**src/rtl/if_fetch.sv**
```systemverilog
// if_fetch: RV32I fetch stage assembling little-endian words from a byte-wide memory port
// Ports: clk; rst (async, active-low); stall_i/jump_i/jump_addr_i from decode;
//   mem_rd_o/mem_addr_o/mem_data_i/mem_ack_i byte memory port; inst_o/pc_o/inst_valid_o IF/ID register.
// Define FETCH_SKID_EN to keep fetching bytes 0..2 of the next word while a word is parked in the hold register.
module if_fetch #(
  parameter logic [31:0] RESET_PC = 32'h0000_0000
) (
  input  logic        clk,
  input  logic        rst,
  input  logic        stall_i,
  input  logic        jump_i,
  input  logic [31:0] jump_addr_i,
  output logic        mem_rd_o,
  output logic [31:0] mem_addr_o,
  input  logic [7:0]  mem_data_i,
  input  logic        mem_ack_i,
  output logic [31:0] inst_o,
  output logic [31:0] pc_o,
  output logic        inst_valid_o
);
  typedef enum logic {S_REQ, S_HOLD} state_t;
  state_t state, nxt_state;
  logic [31:0] pc, hold, hold_pc, word, pc4;
  logic [23:0] part;
  logic [1:0] cnt, nxt_cnt;
  logic ack, done, out_free, rd_nxt;
  assign mem_addr_o = pc + {30'd0, cnt};
  // acks arriving without an outstanding request are ignored
  assign ack = mem_ack_i & mem_rd_o;
  assign done = ack & (cnt == 2'd3);
  assign word = {mem_data_i, part};
  assign pc4 = pc + 32'd4;
  assign out_free = !inst_valid_o | !stall_i;
  always_comb begin
    nxt_cnt = jump_i | done ? 2'd0 : ack ? cnt + 2'd1 : cnt;
    nxt_state = jump_i ? S_REQ : done & !out_free ? S_HOLD : state == S_HOLD & !stall_i ? S_REQ : state;
`ifdef FETCH_SKID_EN
    // while parked, bytes 0..2 of the next word may still be fetched; byte 3 waits for the hold to drain
    rd_nxt = nxt_state == S_REQ | nxt_cnt != 2'd3;
`else
    rd_nxt = nxt_state == S_REQ;
`endif
  end
  always_ff @(posedge clk or negedge rst) begin
    if (!rst) begin
      state <= S_REQ;
      pc <= RESET_PC;
      cnt <= 2'd0;
      part <= '0;
      hold <= '0;
      hold_pc <= '0;
      inst_o <= '0;
      pc_o <= '0;
      inst_valid_o <= 1'b0;
      mem_rd_o <= 1'b0;
    end else begin
      state <= nxt_state;
      cnt <= nxt_cnt;
      mem_rd_o <= rd_nxt;
      if (jump_i) begin
        pc <= jump_addr_i;
        inst_o <= '0;
        pc_o <= '0;
        inst_valid_o <= 1'b0;
      end else begin
        if (ack & !done) part[{cnt, 3'b000} +: 8] <= mem_data_i;
        if (done) pc <= pc4;
        if (done & !out_free) begin
          hold <= word;
          hold_pc <= pc4;
        end
        if (done & out_free) begin
          inst_o <= word;
          pc_o <= pc4;
          inst_valid_o <= 1'b1;
        end else if (state == S_HOLD & !stall_i) begin
          inst_o <= hold;
          pc_o <= hold_pc;
          inst_valid_o <= 1'b1;
        end else if (out_free) begin
          inst_o <= '0;
          inst_valid_o <= 1'b0;
        end
      end
    end
  end
endmodule
```
**config.mk**
```make
export PLATFORM = sky130hd
export DESIGN_NAME = if_fetch
export DESIGN_NICKNAME = d
export VERILOG_FILES = /design/src/rtl/if_fetch.sv
export SDC_FILE = /design/constraint.sdc
export NUM_CORES = 1
export LEC_CHECK = 0
export BUFFER_PORTS_ARGS = -buffer_cell sky130_fd_sc_hd__buf_2
export CORE_UTILIZATION = 64
export CTS_BUF_LIST = sky130_fd_sc_hd__clkbuf_2
export CTS_CLUSTER_SIZE = 20
export DETAILED_ROUTE_END_ITERATION = 16
export PLACE_DENSITY = 0.88
export SLEW_MARGIN = 20
export SYNTH_ARGS = -nofsm -noshare
export SYNTH_HDL_FRONTEND = slang
export SYNTH_SLANG_ARGS = --single-unit
```
**constraint.sdc**
```tcl
create_clock -name clk -period 4 [get_ports clk]
set_clock_uncertainty 0.1 [all_clocks]
set_input_delay 0.4 -clock clk [delete_from_list [all_inputs] [get_ports clk]]
set_output_delay 0.4 -clock clk [all_outputs]
set_load 0.1 [all_outputs]
```
# --- Word level (Yosys, flattened, before mapping) ---
# Cells that the tools add are included.
# W data, S select, Z words.
totals:
  reg_bits: 189
  inputBits: 45
  out_inout_bits: 98
  word_cells: 56
op_classes:
  n_addsub: 4
  eq_ne: 1
  shifts: 2
  muxes: 19
  n_bitwise: 10
  reduce_logical: 10
ops:
  columns: ["op", "n"]
  rows:
  - ["$mux W32", 9]
  - ["$add A32 B2 Y32", 1]
  - ["$add A32 B3 Y32 const B", 1]
  - ["$bwmux W24", 1]
  - ["$shift A8 B7 Y24 const A", 1]
  - ["$shiftx A8 B7 Y24", 1]
  - ["$mux W1", 7]
  - ["$neg A5 Y7", 1]
  - ["$and A1 B1 Y1", 6]
  - ["$logic_not A1 Y1", 4]
  - ["$mux W2", 2]
  - ["$reduce_and A2 Y1", 2]
  - ["$reduce_bool A2 Y1", 2]
  - ["$reduce_bool A4 Y1", 1]
  - ["$reduce_bool A3 Y1", 1]
  - ["$add A2 B1 Y2 const B", 1]
  - ["$eq A2 B2 Y1 const B", 1]
  - ["$not A1 Y1", 2]
  - ["$or A1 B1 Y1", 2]

# --- Depth between registers and ports, before layout ---
logic_depth:
  ltp_word: 7
  mapped_depth: 8
  mapped_depth_nobuf: 6

# --- Worst setup path before layout ---
# OpenSTA, ideal clock, no wires.
synth_timing:
  kind: "register to output"
  start: "reg pc[3]"
  end: "out mem_addr_o[30]"
  arrival_time_ns: 3.295
  t_required_ns: 3.500
  setup_slack_ns: 0.205
  path_stages_with_launch: 8
  path_buffers: 1
  cell_sequence: "dfrtp_1 -> ha_1 -> nand3_4 -> nor4_4 -> nand2b_2 -> buf_6 -> nand2b_1 -> xnor2_1"
synth_via:
  elab_chain_cells: 1
synth_lines:
  columns: ["element", "line_no", "source"]
  rows:
  - ["start, declared", "23", "logic [31:0] pc, hold, hold_pc, word, pc4;"]
  - ["start signal, assigned", "61", "pc <= jump_addr_i;"]
  - ["start signal, assigned", "67", "if (done) pc <= pc4;"]
  - ["$add A32 B2 Y32", "27", "assign mem_addr_o = pc + {30'd0, cnt};"]
  - ["end, declared", "14", "output logic [31:0] mem_addr_o,"]
# Every way passes these cells.

# --- Final worst setup path ---
layout_timing:
  start: "reg cnt[0]"
  end: "out mem_addr_o[30]"
layout_via:
  elab_chain_cells: 1
layout_lines:
  columns: ["element", "line_no", "source"]
  rows:
  - ["start, declared", "25", "logic [1:0] cnt, nxt_cnt;"]
  - ["start signal, assigned", "58", "cnt <= nxt_cnt;"]
  - ["$add A32 B2 Y32", "27", null]
# Every way passes these cells.

==> results.yml <==
drt:
  ant_nets: 0
  dr.pass1.iters: 7
  num_vias: 8726
  wl_per_cell_um: 18.14
  viasPerCell: 6.128
  drc: 0
  drt_wl_total_um: 25840
  drtIter0Drc: 870
die:
  start_util_pct: 66.65
  die_h_um: 123.4
  die_area_um2: 15220
  pin_count: 143
  row_count: 43
  core_um2: 14150
  die_width_um: 123.4
setup_path:
  path_cells: "ha_1 -> inv_1 -> fa_1 -> nand2b_2 -> nand2b_1 -> xnor2_1 -> clkbuf_4"
  crit_path_top_delay_cell: "fa_1"
  path_max_fanout: 9
  crit_buf_inv: 2
  ff2ff_setup_slack_ps: 1060
  reg2reg_depth: 7
  worstPathArrival_ps: 3370
  crit_required_ps: 3500
  cpLargestDelayFamily: "adder cells"
  crit_type: "reg2out"
  critical_path_cell_count: 7
  slowest_delay_ps: 570
  crit_path_end_kind: "primary output"
  critPathLaunchType: "flip-flop"
timing:
  whs_ps: 127.9
  period_minus_slack_ps: 3867
  final.setup.tns_ps: 0
  finalMaxSlewViolations: 0
  timing.fmax_mhz: 258.6
  post-route-period-util_pct: 96.67
  rsz0062_at_grt: "no"
  slew_headroom_pct: 30.04
  hold_violations: 0
  finalSetupViolCount: 0
  max_slew.worst_pin.slew_ps: 1047
  finalWorstSetupSlack_ps: 133.4
global_route:
  gr-total-overflow: 0
  antenna_found_initial: 1
  grt_pass1_vias: 7987
  grt_usage_pct: 35.39
  grt_pass1_wl_um: 40890
  grt_start_max_net_pins: 99
power:
  p_sw_share_pct: 34.50
  p_clk_share_pct: 25.8
  p_sw_mw: 1.276
  internal-power_mw: 2.422
  p_comb_share_pct: 18.3
  vdd_drop_max_v: 0.0002164
  p_leak_nw: 5.277
  fin_total_pwr_mw: 3.698
  seqPwrFrac_pct: 55.9
  powerDensity_nw_per_um2: 338.5
clocking:
  clock_sinks: 189
  clk_pin_slew_ps: 260
  clock_latency_ps: 790
  cts-htree-levels: 4
  cts_buffer_depth: 2
  post_cts_buffers: 0
  root_buffer: "clkbuf_2"
  numCtsBuffers: 17
  cts_tree: "built"
synthesis:
  ys_types: 55
  postSynthCellCount: 1091
  syn_avg_cell_area_um2: 8.644
  synth_area_leaders: "dfrtp_1 (50%), nand2_1 (13%), o21ai_0 (5.4%)"
  yosysSeqAreaShare_pct: 50.15
  yosysMostFrequentCell: "nand2_1"
  async_flop_share_pct: 100.0
  synth_edf_count: 0
  yosys-top-cells-count: "nand2_1 (336), dfrtp_1 (189), o21ai_0 (102)"
  ys_seq_elements: 189
  yosysWarnings: 0
  netlist.area_leader.share_pct: 50.15
  synth_nets: 1145
  syn_area_um2: 9430
  synth_flop_cell: "dfrtp_1"
  yosysTopAreaCell: "dfrtp_1"
cells_and_area:
  syn_to_final_growth_pct: 15.86
  nets: 1285
  final_core_util_pct: 77.21
  drive_above_1_share_pct: 16.98
hold_path:
  hp-class: "in2async"
placement:
  dp_slack_ps: 959.5
  port_buffers: 142
  dp_hpwl_um: 16920
  routabilityCongestion: 0.8987
job:
  drv_cap: 0
outcome:
  outcome: "completed"
[metrics by stage]
step	area (µm²)	instances
after floorplan	9430	1091
after global placement	10160	1343
after detailed placement	10160	1343
after CTS	10880	1423
after global routing	10930	1424
final	10930	1424
[power groups by stage]
stage	Clock [mW]	Sequential, mW	Combinational, mW
detailed placement	0	2.09	0.622
CTS	0.951	2.06	0.662
finish	0.954	2.07	0.676
global placement	0	2.09	0.615
floorplan	0	2.06	0.482
global route	1.03	2.08	0.713
[worst paths after layout]
check,endpoint,start
max,mem_addr_o[30],cnt[0]
max reg2reg,hold_pc[28],cnt[0]
min in group clk,pc[15],mem_ack_i
min,hold[12],rst
min reg2reg,hold[30],hold[30]
max in group asynchronous,pc[2],rst
[cells by family (layout without fill, tap and decap cells)]
kind of cell	Yosys count	in the layout	share of synthesized area, %
AO/OA/AOI/OAI	219	219	13.51
multiplexers	5	5	0.5440
AND/OR/NAND/NOR	507	507	24.21
buffers and inverters	97	249	4.272
other	0	1	0
flip-flops	189	189	50.15
adder cells (fa/ha/maj)	9	9	1.274
XOR/XNOR	65	65	6.037
[layout make-up]
class / instances / area (µm²)
flip-flops and latches: 189 / 4731
multi-input cells: 805 / 4333
fillers: 940 / 3224
repair buffers: 209 / 1373
well taps: 180 / 225.2
clock inverters: 14 / 142.6
clock buffers: 17 / 85.08
inverters: 9 / 33.78
diodes: 1 / 2.502
[metal layers]
metal,vias up,part of all wire (%),global-route usage (%)
met1,4154,41,50.25
met2,521,47,54.36
met5,-,0,0
met3,76,8.8,6.458
li1,3975,-,-
met4,0,2.6,13.25
[layout by cell type (no fill, tap or decap), types with 4 or more instances in the layout]
cell	count
and3_1	41
nor3_1	9
nor3b_1	6
buf_2	134
nand2_1	335
o311ai_0	13
buf_4	17
xor2_1	42
nor4_1	5
inv_1	8
mux2i_1	4
o211ai_1	6
a221o_1	6
nand4_1	23
clkinv_2	5
nand3_1	25
clkbuf_2	17
ha_1	8
o21ai_0	102
xnor2_1	23
a21oi_1	62
dlygate4sd3_1	49
o22ai_1	6
a211oi_1	8
clkbuf_4	7
dfrtp_1	188
nor2_1	33
o311ai_1	4
[state kept, by name, summed over array words and instances (netlist names)]
name,cells
hold_pc,32
hold,32
inst_o,32
pc,32
mem_rd_o,1
cnt,2
inst_valid_o,1
part,24
state,1
pc_o,32
[what timing repair did]
item,CTS,global route
endpoints found under the setup margin,0,9
hold buffers,49,0
hold endpoints to repair,176,0
gates resized for setup,0,12
(Power assumes the default switching activity.)
